$ cat src/rtl/pim_pkg.sv
// rtl/pim_pkg.sv - shared types, default widths and width helpers for the PIM convolution scheduler
package pim_pkg;

  // Scheduler phases: accept a job, strobe one bit-slice, wait for the ADC, present the row result
  typedef enum logic [1:0] {
    IDLE  = 2'd0,
    ISSUE = 2'd1,
    WAIT  = 2'd2,
    OUT   = 2'd3
  } sched_state_e;

  localparam int ADC_P_DEF   = 8;
  localparam int IN_BITS_DEF = 8;
  localparam int PIM_LAT_DEF = 1;

  // Shift-add of IN_BITS slices of ADC_P-bit sums never exceeds ADC_P+IN_BITS bits
  localparam int ACC_W = ADC_P_DEF + IN_BITS_DEF;

  function automatic int acc_width(input int adc_p, input int in_bits);
    return adc_p + in_bits;
  endfunction

  // Width of the ADC latency counter, $clog2(PIM_LAT+1)
  function automatic int lat_width(input int pim_lat);
    return (pim_lat < 1) ? 1 : $clog2(pim_lat + 1);
  endfunction

endpackage

$ cat src/rtl/pim_conv_sched_if.sv
// rtl/pim_conv_sched_if.sv - job, crossbar and result signal bundle for pim_conv_sched
interface pim_conv_sched_if #(
  parameter int CROSS_SIZE = 64,
  parameter int DEPTH      = 6,
  parameter int ADC_P      = 8,
  parameter int IN_BITS    = 8
);

  logic                          job_valid;
  logic                          job_ready;
  logic [DEPTH-1:0]              job_base;
  logic [DEPTH:0]                job_count;
  logic [CROSS_SIZE*IN_BITS-1:0] job_act;

  logic                          pim_en;
  logic [DEPTH-1:0]              pim_addr;
  logic [CROSS_SIZE-1:0]         pim_data;
  logic [ADC_P-1:0]              pim_out;

  logic                          res_valid;
  logic                          res_ready;
  logic [ADC_P+IN_BITS-1:0]      res_data;
  logic [DEPTH-1:0]              res_row;
  logic                          done;

  // Scheduler side
  modport master (
    input  job_valid, job_base, job_count, job_act, pim_out, res_ready,
    output job_ready, pim_en, pim_addr, pim_data, res_valid, res_data, res_row, done
  );

  // Job source, crossbar and result consumer side
  modport slave (
    output job_valid, job_base, job_count, job_act, pim_out, res_ready,
    input  job_ready, pim_en, pim_addr, pim_data, res_valid, res_data, res_row, done
  );

endinterface

$ cat src/rtl/pim_shift_acc.sv
// rtl/pim_shift_acc.sv - MSB-first shift-add accumulator for bit-serial ADC partial sums
module pim_shift_acc
  import pim_pkg::*;
#(
  parameter int ADC_P = ADC_P_DEF,
  parameter int ACC_W = pim_pkg::ACC_W
) (
  input  logic             clk,
  input  logic             rst,
  input  logic             clear,
  input  logic             en,
  input  logic [ADC_P-1:0] din,
  output logic [ACC_W-1:0] acc
);

  // Each enabled cycle weights the running sum by 2 and adds the new slice's ADC result
  always_ff @(posedge clk or negedge rst) begin
    if (!rst) begin
      acc <= '0;
    end else if (clear) begin
      acc <= '0;
    end else if (en) begin
      acc <= {acc[ACC_W-2:0], 1'b0} + ACC_W'(din);
    end
  end

endmodule

$ cat src/rtl/pim_conv_sched.sv
// rtl/pim_conv_sched.sv - PIM convolution job sequencer; optional perf counters under PIM_SCHED_PERF_EN
module pim_conv_sched
  import pim_pkg::*;
#(
  parameter int CROSS_SIZE = 64,
  parameter int DEPTH      = 6,
  parameter int ADC_P      = ADC_P_DEF,
  parameter int IN_BITS    = IN_BITS_DEF,
  parameter int PIM_LAT    = PIM_LAT_DEF
) (
  input  logic             clk,
  input  logic             rst,
  pim_conv_sched_if.master bus
`ifdef PIM_SCHED_PERF_EN
  ,
  output logic [31:0]      perf_busy,
  output logic [31:0]      perf_stall
`endif
);

  localparam int AW = acc_width(ADC_P, IN_BITS);
  localparam int LW = lat_width(PIM_LAT);
  localparam int BW = (IN_BITS > 1) ? $clog2(IN_BITS) : 1;
  localparam logic [BW-1:0] BIT_TOP  = BW'(IN_BITS - 1);
  localparam logic [LW-1:0] LAT_LAST = LW'(PIM_LAT - 1);

  sched_state_e                  state, state_n;
  logic [DEPTH-1:0]              base_q;
  logic [DEPTH:0]                count_q, row_q, row_n;
  logic [CROSS_SIZE*IN_BITS-1:0] act_q, act_src;
  logic [BW-1:0]                 bit_q, bit_n;
  logic [LW-1:0]                 lat_q, lat_n;
  logic                          accept, acc_clr, acc_en, done_n;
  logic [DEPTH-1:0]              addr_n;
  logic [CROSS_SIZE-1:0]         slice_n;
  logic [AW-1:0]                 acc;

  logic                          job_ready_q, pim_en_q, res_valid_q, done_q;
  logic [DEPTH-1:0]              pim_addr_q, res_row_q;
  logic [CROSS_SIZE-1:0]         pim_data_q;

  // FSM state register
  always_ff @(posedge clk or negedge rst) begin
    if (!rst) state <= IDLE;
    else      state <= state_n;
  end

  // Next state, counter updates and accumulator controls
  always_comb begin
    state_n = state;
    row_n   = row_q;
    bit_n   = bit_q;
    lat_n   = lat_q;
    accept  = 1'b0;
    acc_clr = 1'b0;
    acc_en  = 1'b0;
    done_n  = 1'b0;
    case (state)
      IDLE: begin
        if (bus.job_valid && job_ready_q) begin
          accept  = 1'b1;
          acc_clr = 1'b1;
          row_n   = '0;
          bit_n   = BIT_TOP;
          if (bus.job_count == '0) done_n  = 1'b1;
          else                     state_n = ISSUE;
        end
      end
      ISSUE: begin
        lat_n   = '0;
        state_n = WAIT;
      end
      WAIT: begin
        if (lat_q == LAT_LAST) begin
          acc_en = 1'b1;
          if (bit_q != '0) begin
            bit_n   = bit_q - 1'b1;
            state_n = ISSUE;
          end else begin
            state_n = OUT;
          end
        end else begin
          lat_n = lat_q + 1'b1;
        end
      end
      OUT: begin
        if (bus.res_ready) begin
          if ((row_q + (DEPTH+1)'(1)) == count_q) begin
            done_n  = 1'b1;
            state_n = IDLE;
          end else begin
            row_n   = row_q + (DEPTH+1)'(1);
            bit_n   = BIT_TOP;
            acc_clr = 1'b1;
            state_n = ISSUE;
          end
        end
      end
      default: state_n = IDLE;
    endcase
  end

  // Row address and bit-slice for the next strobe; on acceptance they come straight from the job inputs
  always_comb begin
    act_src = accept ? bus.job_act : act_q;
    addr_n  = (accept ? bus.job_base : base_q) + row_n[DEPTH-1:0];
    slice_n = '0;
    for (int i = 0; i < CROSS_SIZE; i++) begin
      slice_n[i] = act_src[i*IN_BITS + int'(bit_n)];
    end
  end

  // Job latch and row/bit/latency counters
  always_ff @(posedge clk or negedge rst) begin
    if (!rst) begin
      base_q  <= '0;
      count_q <= '0;
      act_q   <= '0;
      row_q   <= '0;
      bit_q   <= '0;
      lat_q   <= '0;
    end else begin
      if (accept) begin
        base_q  <= bus.job_base;
        count_q <= bus.job_count;
        act_q   <= bus.job_act;
      end
      row_q <= row_n;
      bit_q <= bit_n;
      lat_q <= lat_n;
    end
  end

  // Registered outputs; pim_addr/pim_data hold the current row's values between strobes
  always_ff @(posedge clk or negedge rst) begin
    if (!rst) begin
      job_ready_q <= 1'b1;
      pim_en_q    <= 1'b0;
      pim_addr_q  <= '0;
      pim_data_q  <= '0;
      res_valid_q <= 1'b0;
      res_row_q   <= '0;
      done_q      <= 1'b0;
    end else begin
      job_ready_q <= (state_n == IDLE);
      pim_en_q    <= (state_n == ISSUE);
      res_valid_q <= (state_n == OUT);
      done_q      <= done_n;
      if (state_n == ISSUE) begin
        pim_addr_q <= addr_n;
        pim_data_q <= slice_n;
      end
      if (state == WAIT && state_n == OUT) begin
        res_row_q <= pim_addr_q;
      end
    end
  end

  pim_shift_acc #(
    .ADC_P (ADC_P),
    .ACC_W (AW)
  ) u_acc (
    .clk   (clk),
    .rst   (rst),
    .clear (acc_clr),
    .en    (acc_en),
    .din   (bus.pim_out),
    .acc   (acc)
  );

  assign bus.job_ready = job_ready_q;
  assign bus.pim_en    = pim_en_q;
  assign bus.pim_addr  = pim_addr_q;
  assign bus.pim_data  = pim_data_q;
  assign bus.res_valid = res_valid_q;
  assign bus.res_data  = acc;
  assign bus.res_row   = res_row_q;
  assign bus.done      = done_q;

`ifdef PIM_SCHED_PERF_EN
  // Saturating activity counters: busy = any non-IDLE cycle, stall = result held by the consumer
  always_ff @(posedge clk or negedge rst) begin
    if (!rst) begin
      perf_busy  <= '0;
      perf_stall <= '0;
    end else begin
      if (state != IDLE && perf_busy != '1) perf_busy <= perf_busy + 32'd1;
      if (state == OUT && !bus.res_ready && perf_stall != '1) perf_stall <= perf_stall + 32'd1;
    end
  end
`endif

endmodule

$ cat src/flat_wrapper.sv
// flat-port wrapper written by rule: the top's interface ports become plain ports
module pim_conv_sched_flat import pim_pkg::*;
#(
  parameter int CROSS_SIZE = 64,
  parameter int DEPTH      = 6,
  parameter int ADC_P      = ADC_P_DEF,
  parameter int IN_BITS    = IN_BITS_DEF,
  parameter int PIM_LAT    = PIM_LAT_DEF
)
  (clk, rst, bus_job_valid, bus_job_base, bus_job_count, bus_job_act, bus_pim_out, bus_res_ready, bus_job_ready, bus_pim_en, bus_pim_addr, bus_pim_data, bus_res_valid, bus_res_data, bus_res_row, bus_done);
  pim_conv_sched_if #(.CROSS_SIZE(CROSS_SIZE), .DEPTH(DEPTH), .ADC_P(ADC_P), .IN_BITS(IN_BITS)) bus_i ();
  input  logic clk;
  input  logic rst;
  input wire logic [$bits(bus_i.job_valid)-1:0] bus_job_valid;
  input wire logic [$bits(bus_i.job_base)-1:0] bus_job_base;
  input wire logic [$bits(bus_i.job_count)-1:0] bus_job_count;
  input wire logic [$bits(bus_i.job_act)-1:0] bus_job_act;
  input wire logic [$bits(bus_i.pim_out)-1:0] bus_pim_out;
  input wire logic [$bits(bus_i.res_ready)-1:0] bus_res_ready;
  output wire logic [$bits(bus_i.job_ready)-1:0] bus_job_ready;
  output wire logic [$bits(bus_i.pim_en)-1:0] bus_pim_en;
  output wire logic [$bits(bus_i.pim_addr)-1:0] bus_pim_addr;
  output wire logic [$bits(bus_i.pim_data)-1:0] bus_pim_data;
  output wire logic [$bits(bus_i.res_valid)-1:0] bus_res_valid;
  output wire logic [$bits(bus_i.res_data)-1:0] bus_res_data;
  output wire logic [$bits(bus_i.res_row)-1:0] bus_res_row;
  output wire logic [$bits(bus_i.done)-1:0] bus_done;
  assign bus_i.job_valid = bus_job_valid;
  assign bus_i.job_base = bus_job_base;
  assign bus_i.job_count = bus_job_count;
  assign bus_i.job_act = bus_job_act;
  assign bus_i.pim_out = bus_pim_out;
  assign bus_i.res_ready = bus_res_ready;
  assign bus_job_ready = bus_i.job_ready;
  assign bus_pim_en = bus_i.pim_en;
  assign bus_pim_addr = bus_i.pim_addr;
  assign bus_pim_data = bus_i.pim_data;
  assign bus_res_valid = bus_i.res_valid;
  assign bus_res_data = bus_i.res_data;
  assign bus_res_row = bus_i.res_row;
  assign bus_done = bus_i.done;
  pim_conv_sched #(.CROSS_SIZE(CROSS_SIZE), .DEPTH(DEPTH), .ADC_P(ADC_P), .IN_BITS(IN_BITS), .PIM_LAT(PIM_LAT)) u_core (.clk(clk), .rst(rst), .bus(bus_i));
endmodule
$ cat config.mk
export PLATFORM = sky130hd
export DESIGN_NAME = pim_conv_sched_flat
export DESIGN_NICKNAME = d
export VERILOG_FILES = /design/src/rtl/pim_pkg.sv /design/src/rtl/pim_conv_sched_if.sv /design/src/rtl/pim_shift_acc.sv /design/src/rtl/pim_conv_sched.sv /design/src/flat_wrapper.sv
export SDC_FILE = /design/constraint.sdc
export NUM_CORES = 2
export LEC_CHECK = 0
export ABC_AREA = 0
export BUFFER_PORTS_ARGS = -buffer_cell sky130_fd_sc_hd__clkbuf_2
export CAP_MARGIN = 20
export CORE_ASPECT_RATIO = 1.75
export CORE_MARGIN = 3
export CORE_UTILIZATION = 50
export CTS_CLUSTER_DIAMETER = 120
export DETAILED_ROUTE_END_ITERATION = 12
export PLACE_DENSITY = 0.73
export SLEW_MARGIN = 40
export SYNTH_ARGS = -nofsm -noshare
export SYNTH_HDL_FRONTEND = slang
export SYNTH_HIERARCHICAL = 1
export SYNTH_SLANG_ARGS = --single-unit
$ cat constraint.sdc
create_clock -name clk -period 3.6 [get_ports clk]
set_clock_uncertainty 0.2 [all_clocks]
set_input_delay 0.54 -clock clk [delete_from_list [all_inputs] [get_ports clk]]
set_output_delay 0.54 -clock clk [all_outputs]
set_load 0.005 [all_outputs]
Yosys cells after proc, flatten, opt, wreduce, memory -nomap -nowiden
Index checks and enable logic that the tools add are counted.
Word-level totals
  register bits after elaboration: 634
  bits of input ports: 537
  output and inout bits: 96
  logic and storage cells: 393
Operators by class
  $add $sub $neg: 68
  order comparisons: 64
  eq/ne operators: 9
  mux-type cells: 226
  reductions and logical operators: 10
Operator list (count)
  $lt A32 B11 Y1 const B: 63
  $bmux W1 S9: 63
  $mux W512: 1
  $add A9 B3 Y10 const A: 32
  $add A8 B3 Y9 const A: 16
  $mux W1: 139
  $add A7 B3 Y8 const A: 8
  $mux W16: 2
  $add A6 B3 Y7 const A: 4
  $mux W7: 3
  $add A16 B8 Y16: 1
  $mux W3: 5
  $pmux W7 S2: 1
  $add A5 B3 Y6 const A: 2
  $lt A3 B10 Y1 const B: 1
  $mux W2: 5
  $pmux W3 S3: 1
  $pmux W2 S4: 1
  $add A7 B1 Y7 const B: 1
  $eq A7 B7 Y1: 1
  $logic_not A7 Y1: 1
  $add A6 B6 Y6: 1
  $eq A2 B2 Y1 const B: 3
  $mux W6: 1
  13 further kinds: 21

Logic depth before layout (Yosys ltp)
  word-level depth: 9
  mapped depth: 19
  depth with buffers taken out: 16

Modules after synthesis
Netlist, hierarchy kept.
By module, submodules not included
  pim_conv_sched: instances 1, cells each 3299, area an instance 28234.6 sq um, seq. area each 15441.1 sq um
  pim_shift_acc: instances 1, cells each 121, area an instance 1167.4 sq um, seq. area each 400.4 sq um

Worst setup path after synthesis
Ideal clock, no wire load.
  kind: reg-to-reg
  start: register u_core.state[0]
  end: register u_core.pim_addr_q[5], in the netlist u_core/bus.pim_addr[5]
  library setup time: 0.137 ns
  arrival: 3.544 ns
  required time: 3.263 ns
  slack: -0.281 ns
  cell stages (with the launch flop): 19
  clock period less this slack: 3.881 ns
  cell sequence: dfrtp_1 -> inv_1 -> ha_1 -> buf_2 -> and3_1 -> clkbuf_1 -> clkbuf_1 -> clkbuf_1 -> buf_1 -> mux2i_1 -> inv_1 -> ha_1 -> a21o_1 -> a21oi_1 -> o21bai_1 -> a21oi_1 -> xnor2_1 -> xnor2_1 -> o21ai_0
On the way
  cells in the longest elaborated chain, start to end: 4
  elaborated cells between the ends (all ways): 14
RTL lines
  start: declaration: RTL line pim_conv_sched.sv:27  | sched_state_e state, state_n;
  start signal: assignment: RTL line pim_conv_sched.sv:45  | else state <= state_n;
  $logic_not A2 Y1 / $mux W2 (equally long branches): RTL line pim_conv_sched.sv:58, pim_conv_sched.sv:65
  $mux W1 / $mux W2 (equally long branches): RTL line pim_conv_sched.sv:58, pim_conv_sched.sv:60
  $mux W6 / $pmux W2 S4 (equally long branches)
  $add A6 B6 Y6 / $eq A2 B1 Y1 (equally long branches): RTL line pim_conv_sched.sv:106, pim_conv_sched.sv:149
  end signal: assignment: RTL line pim_conv_sched.sv:150  | pim_addr_q <= addr_n;
  end: declaration: RTL line pim_conv_sched.sv:39  | logic [DEPTH-1:0] pim_addr_q, res_row_q;
Parallel ways exist; a longest one is shown, timed or not.
A chain may end at the register's enable or synchronous reset.

Worst setup path after layout
  start: register u_core.row_q[0]
  end: register u_core.pim_data_q[38], in the netlist u_core/bus.pim_data[38]
On the way
  cells in the longest elaborated chain, start to end: 9
  elaborated cells between the ends (all ways): 13
RTL lines
  start: declaration: RTL line pim_conv_sched.sv:29  | logic [DEPTH:0] count_q, row_q, row_n;
  start signal: assignment: RTL line pim_conv_sched.sv:128  | row_q <= row_n;
  $add A7 B1 Y7 (*): RTL line pim_conv_sched.sv:88  | if ((row_q + (DEPTH+1)'(1)) == count_q) begin
  $eq A7 B7 Y1 (*): RTL line pim_conv_sched.sv:88
  $mux W3: RTL line pim_conv_sched.sv:88
  $mux W3: RTL line pim_conv_sched.sv:87  | if (bus.res_ready) begin
  $pmux W3 S3: RTL line pim_conv_sched.sv:58  | case (state)
  $add A9 B3 Y10: RTL line pim_conv_sched.sv:109  | slice_n[i] = act_src[i*IN_BITS + int'(bit_n)];
  $bmux W1 S9: RTL line pim_conv_sched.sv:109
  $mux W1 (not written as such) (2 in series): RTL line pim_conv_sched.sv:109
  end signal: assignment: RTL line pim_conv_sched.sv:151  | pim_data_q <= slice_n;
  end: declaration: RTL line pim_conv_sched.sv:40  | logic [CROSS_SIZE-1:0] pim_data_q;
Mark *: on every way between the ends. The rest lies on a longest branch, timed or not. The select of a mux whose other input is x is not followed.

==> run_results.csv <==
group,metric,value,unit
job,maxCapViolCount,0,
synth,synth_nets,3978,
global_route,track_usage,37.0,%
synth,post_synth_instance_area,29400,um2
floorplanning,initial_core_util,50.5,%
global_route,grt_pass1_wl,179000,um
layout,layout.cells.non_filler,5317,
layout,drive_gt1_share,21.0,%
global_route,antenna_found_initial,18,
timing,grt_setup_unrepaired,"yes",
detailed_routing,totalWireLength,118000,um
layout,fin_nets,5038,
place,hpwl,72200,um
detailed_routing,drt_pass1_iterations,5,
timing,setup_tns,0,ns
critical_path,rr_startpoint,"u_core/row_q[0]$_DFF_PN0_",
clock_tree,max-clock-path-buffers,3,
pwr,leakage,21.0,nW
pwr,switchingPower,17.9,mW
layout,final_common_cell,"nand2_1",
critical_path,cp-startpoint,"u_core/row_q[0]$_DFF_PN0_",
pwr,seqPwrFrac,29.6,%
detailed_routing,vias,30650,
global_route,grt_pass1_vias,31853,
synth,avgSynthCellArea,8.60,um2
global_route,grt_max_degree,175,
timing,period_share,99.9,%
place,gp_congestion,0.908,
synth,synth_top_cell_area_share,53.8,%
clock_tree,cts_tree,"yes",
floorplanning,num_io_pins,633,
floorplanning,num_rows,117,
clock_tree,cts_sinks,633,
timing,fin_crit,3.59,ns
timing,max_freq,0.278,GHz
floorplanning,core-area,58300,um2
place,place_inst,4706,
critical_path,criticalPathCategory,"reg -> reg",
floorplanning,dieArea,61900,um2
pwr,p_int,22.0,mW
detailed_routing,detail-route-antenna-nets,0,
min_path,hold_start,"bus_job_act[511]",
timing,worst_pin_slew,0.924,ns
synth,syn_inst,3420,
detailed_routing,drc_errors,0,
min_path,hold_class,"in -> reg",
critical_path,worst_setup_path_end_kind,"flop",
critical_path,critPathMaxFanout,22,
critical_path,required,3.88,ns
floorplanning,die_width,189,um
synth,ys_seq_area_share,53.9,%
timing,setup_viol,0,
pwr,swShare,44.8,%
clock_tree,clk_latency,0.62,ns
synth,synth-edff-count,0,
layout,area_growth,39.2,%
detailed_routing,vias_per_cell,5.76,
synth,synth_top_area_cell,"dfrtp_1",
clock_tree,cts_buffers,56,
synth,synth-main-ff-cell,"dfrtp_1",
floorplanning,die_y,327,um
pwr,power.share.clock,16.0,%
synth,synth-async-reset-ratio,100,%
pwr,pwr-share-comb,54.4,%
layout,layout_common_cells,"nand2_1 (1402), dfrtp_1 (632), clkbuf_2 (631)",
critical_path,arrival,3.87,ns
pwr,power_density,975,nW/um2
critical_path,startpoint_type,"flop",
timing,slew_violations,0,
clock_tree,clk_pin_slew_worst_paths,0.07,ns
place,port_buffers,632,
synth,synth.distinct_cells,71,
pwr,ir_drop,0.941,mV
layout,fill_cells,4029,
detailed_routing,wl_per_cell,22.1,um
synth,yosys-top-cells-area,"dfrtp_1 (54%), nand2_1 (18%), nor2_1 (3.6%)",
global_route,overflow,0,
synth,synth_warnings,6,
detailed_routing,first_iter_violations,2892,
run_status,status,"completed",
clock_tree,h-tree-depth,2,
synth,ys_ff_latch,633,
timing,slew-limit-headroom,38.4,%
clock_tree,cts_root_buf,"clkbuf_16",
timing,hold_viol,0,
metal layers:
metal / GRT usage (%) / routed length, um / vias to the layer above
li1: - / - / 13390
met4: 24.8 / 9570 / 8
met5: 0 / 62 / -
met2: 60.8 / 55800 / 2148
met3: 7.61 / 10800 / 573
met1: 43.9 / 41400 / 14531
synthesized netlist by cell type (8+ instances only):
| master | n |
|---|---|
| a221oi_1 | 64 |
| or3_1 | 65 |
| nor2_1 | 283 |
| mux2_2 | 8 |
| o211ai_1 | 64 |
| clkbuf_1 | 166 |
| o31ai_1 | 8 |
| a21o_1 | 69 |
| ha_1 | 19 |
| nand3_1 | 76 |
| a31oi_1 | 68 |
| a21oi_1 | 18 |
| a311oi_1 | 71 |
| inv_1 | 85 |
| buf_1 | 24 |
| xnor2_1 | 8 |
| o21ai_0 | 21 |
| nand2_1 | 1402 |
| or4_1 | 8 |
| or2_2 | 65 |
| mux2i_1 | 70 |
| buf_2 | 29 |
| dfrtp_1 | 632 |
| buf_4 | 9 |
registers in the layout, indices dropped and copies added, names as in the netlist, 2 cells and up, named ones only:
signal,flops
u_core/bit_q,3
u_core/bus.pim_addr,6
u_core/bus.pim_data,64
u_core/act_q,512
u_core/u_acc/acc,16
u_core/bus.res_row,6
u_core/count_q,7
u_core/row_q,6
u_core/state,2
u_core/base_q,6
worst paths after layout:
kind | end | slack [ns] | depth (start not counted)
worst max-delay path | u_core/bus.pim_data[38]$_DFFE_PN0P_ | 0.005 | 11
worst min-delay path | u_core/act_q[511]$_DFF_PN0_ | 0.03 | 3
worst max register to register | u_core/bus.pim_data[38]$_DFFE_PN0P_ | 0.005 | 11
worst min register to register | u_core/act_q[37]$_DFF_PN0_ | 0.27 | 2
max in group asynchronous | u_core/act_q[147]$_DFF_PN0_ | 1.87 | 3
min in group asynchronous | u_core/act_q[397]$_DFF_PN0_ | 0.23 | 2
metrics by stage:
stage	total power [mW]	setup slack [ns]	util, %	instance area (um2)	hold slack (ns)
2_1_floorplan	24.3	0.00583	-	29400	0.0444
3_3_place_gp	31.3	-0.176	58.2	33900	0.245
3_5_place_dp	31.8	-0.154	58.3	34000	0.252
4_1_cts	38.7	0.00199	69.9	40700	0.000151
5_1_grt	42.1	-0.125	70.2	40900	0.00737
6_report	39.9	0.00508	70.2	40900	0.0254
worst max-delay path: stages, from the launching register on:
cell and delay, ns:
dfrtp_1 0.41, buf_4 0.16, and3_2 0.24, mux2i_1 0.24
o22ai_2 0.11, buf_4 0.14, o2111a_2 0.38, o21bai_4 0.34
buf_4 0.39, a221oi_1 0.14, a311oi_1 0.53, a31oi_1 0.16
cell type report:
class	count	area [um2]	area share, %
inverter	87	333	0.813
tap	773	967	2.36
clock buffer	83	1660	4.05
clock inverter	22	288	0.703
timing repair buffer	1231	9340	22.8
antenna	17	42.5	0.104
sequential	633	15800	38.7
multi-input combinational	2471	12500	30.4
kinds of logic (layout without fill, tap and decap cells):
family / after synthesis / after routing / share of synthesized area (%)
other: 0 / 17 / 0
multiplexers: 78 / 78 / 2.69
adder cells (fa/ha/maj): 21 / 21 / 0.945
AND/OR/NAND/NOR: 1936 / 1936 / 26.7
buffers and inverters: 316 / 1423 / 4.28
AO/OA/AOI/OAI: 424 / 424 / 11.2
flip-flops: 633 / 633 / 53.9
XOR/XNOR: 12 / 12 / 0.357
repair_timing:
item | in CTS | in global routing
gates cloned | 0 | 1
resized for setup | 6 | 15
setup endpoints to repair | 2 | 32
setup buffers | 0 | 6
hold endpoints to repair | 519 | 0
pin swaps | 3 | 5
hold buffers | 482 | 0
power groups by stage:
stage                     clock network, mW  registers [mW]  logic [mW]
after floorplan                           0            11.4        12.9
after global placement                    0            11.6        19.6
after detailed placement                  0            11.7        20.1
after CTS                              6.47            11.6        20.6
after global routing                   6.75            12.0        23.3
final                                  6.40            11.8        21.7
Power figures use the tool's default switching activity.
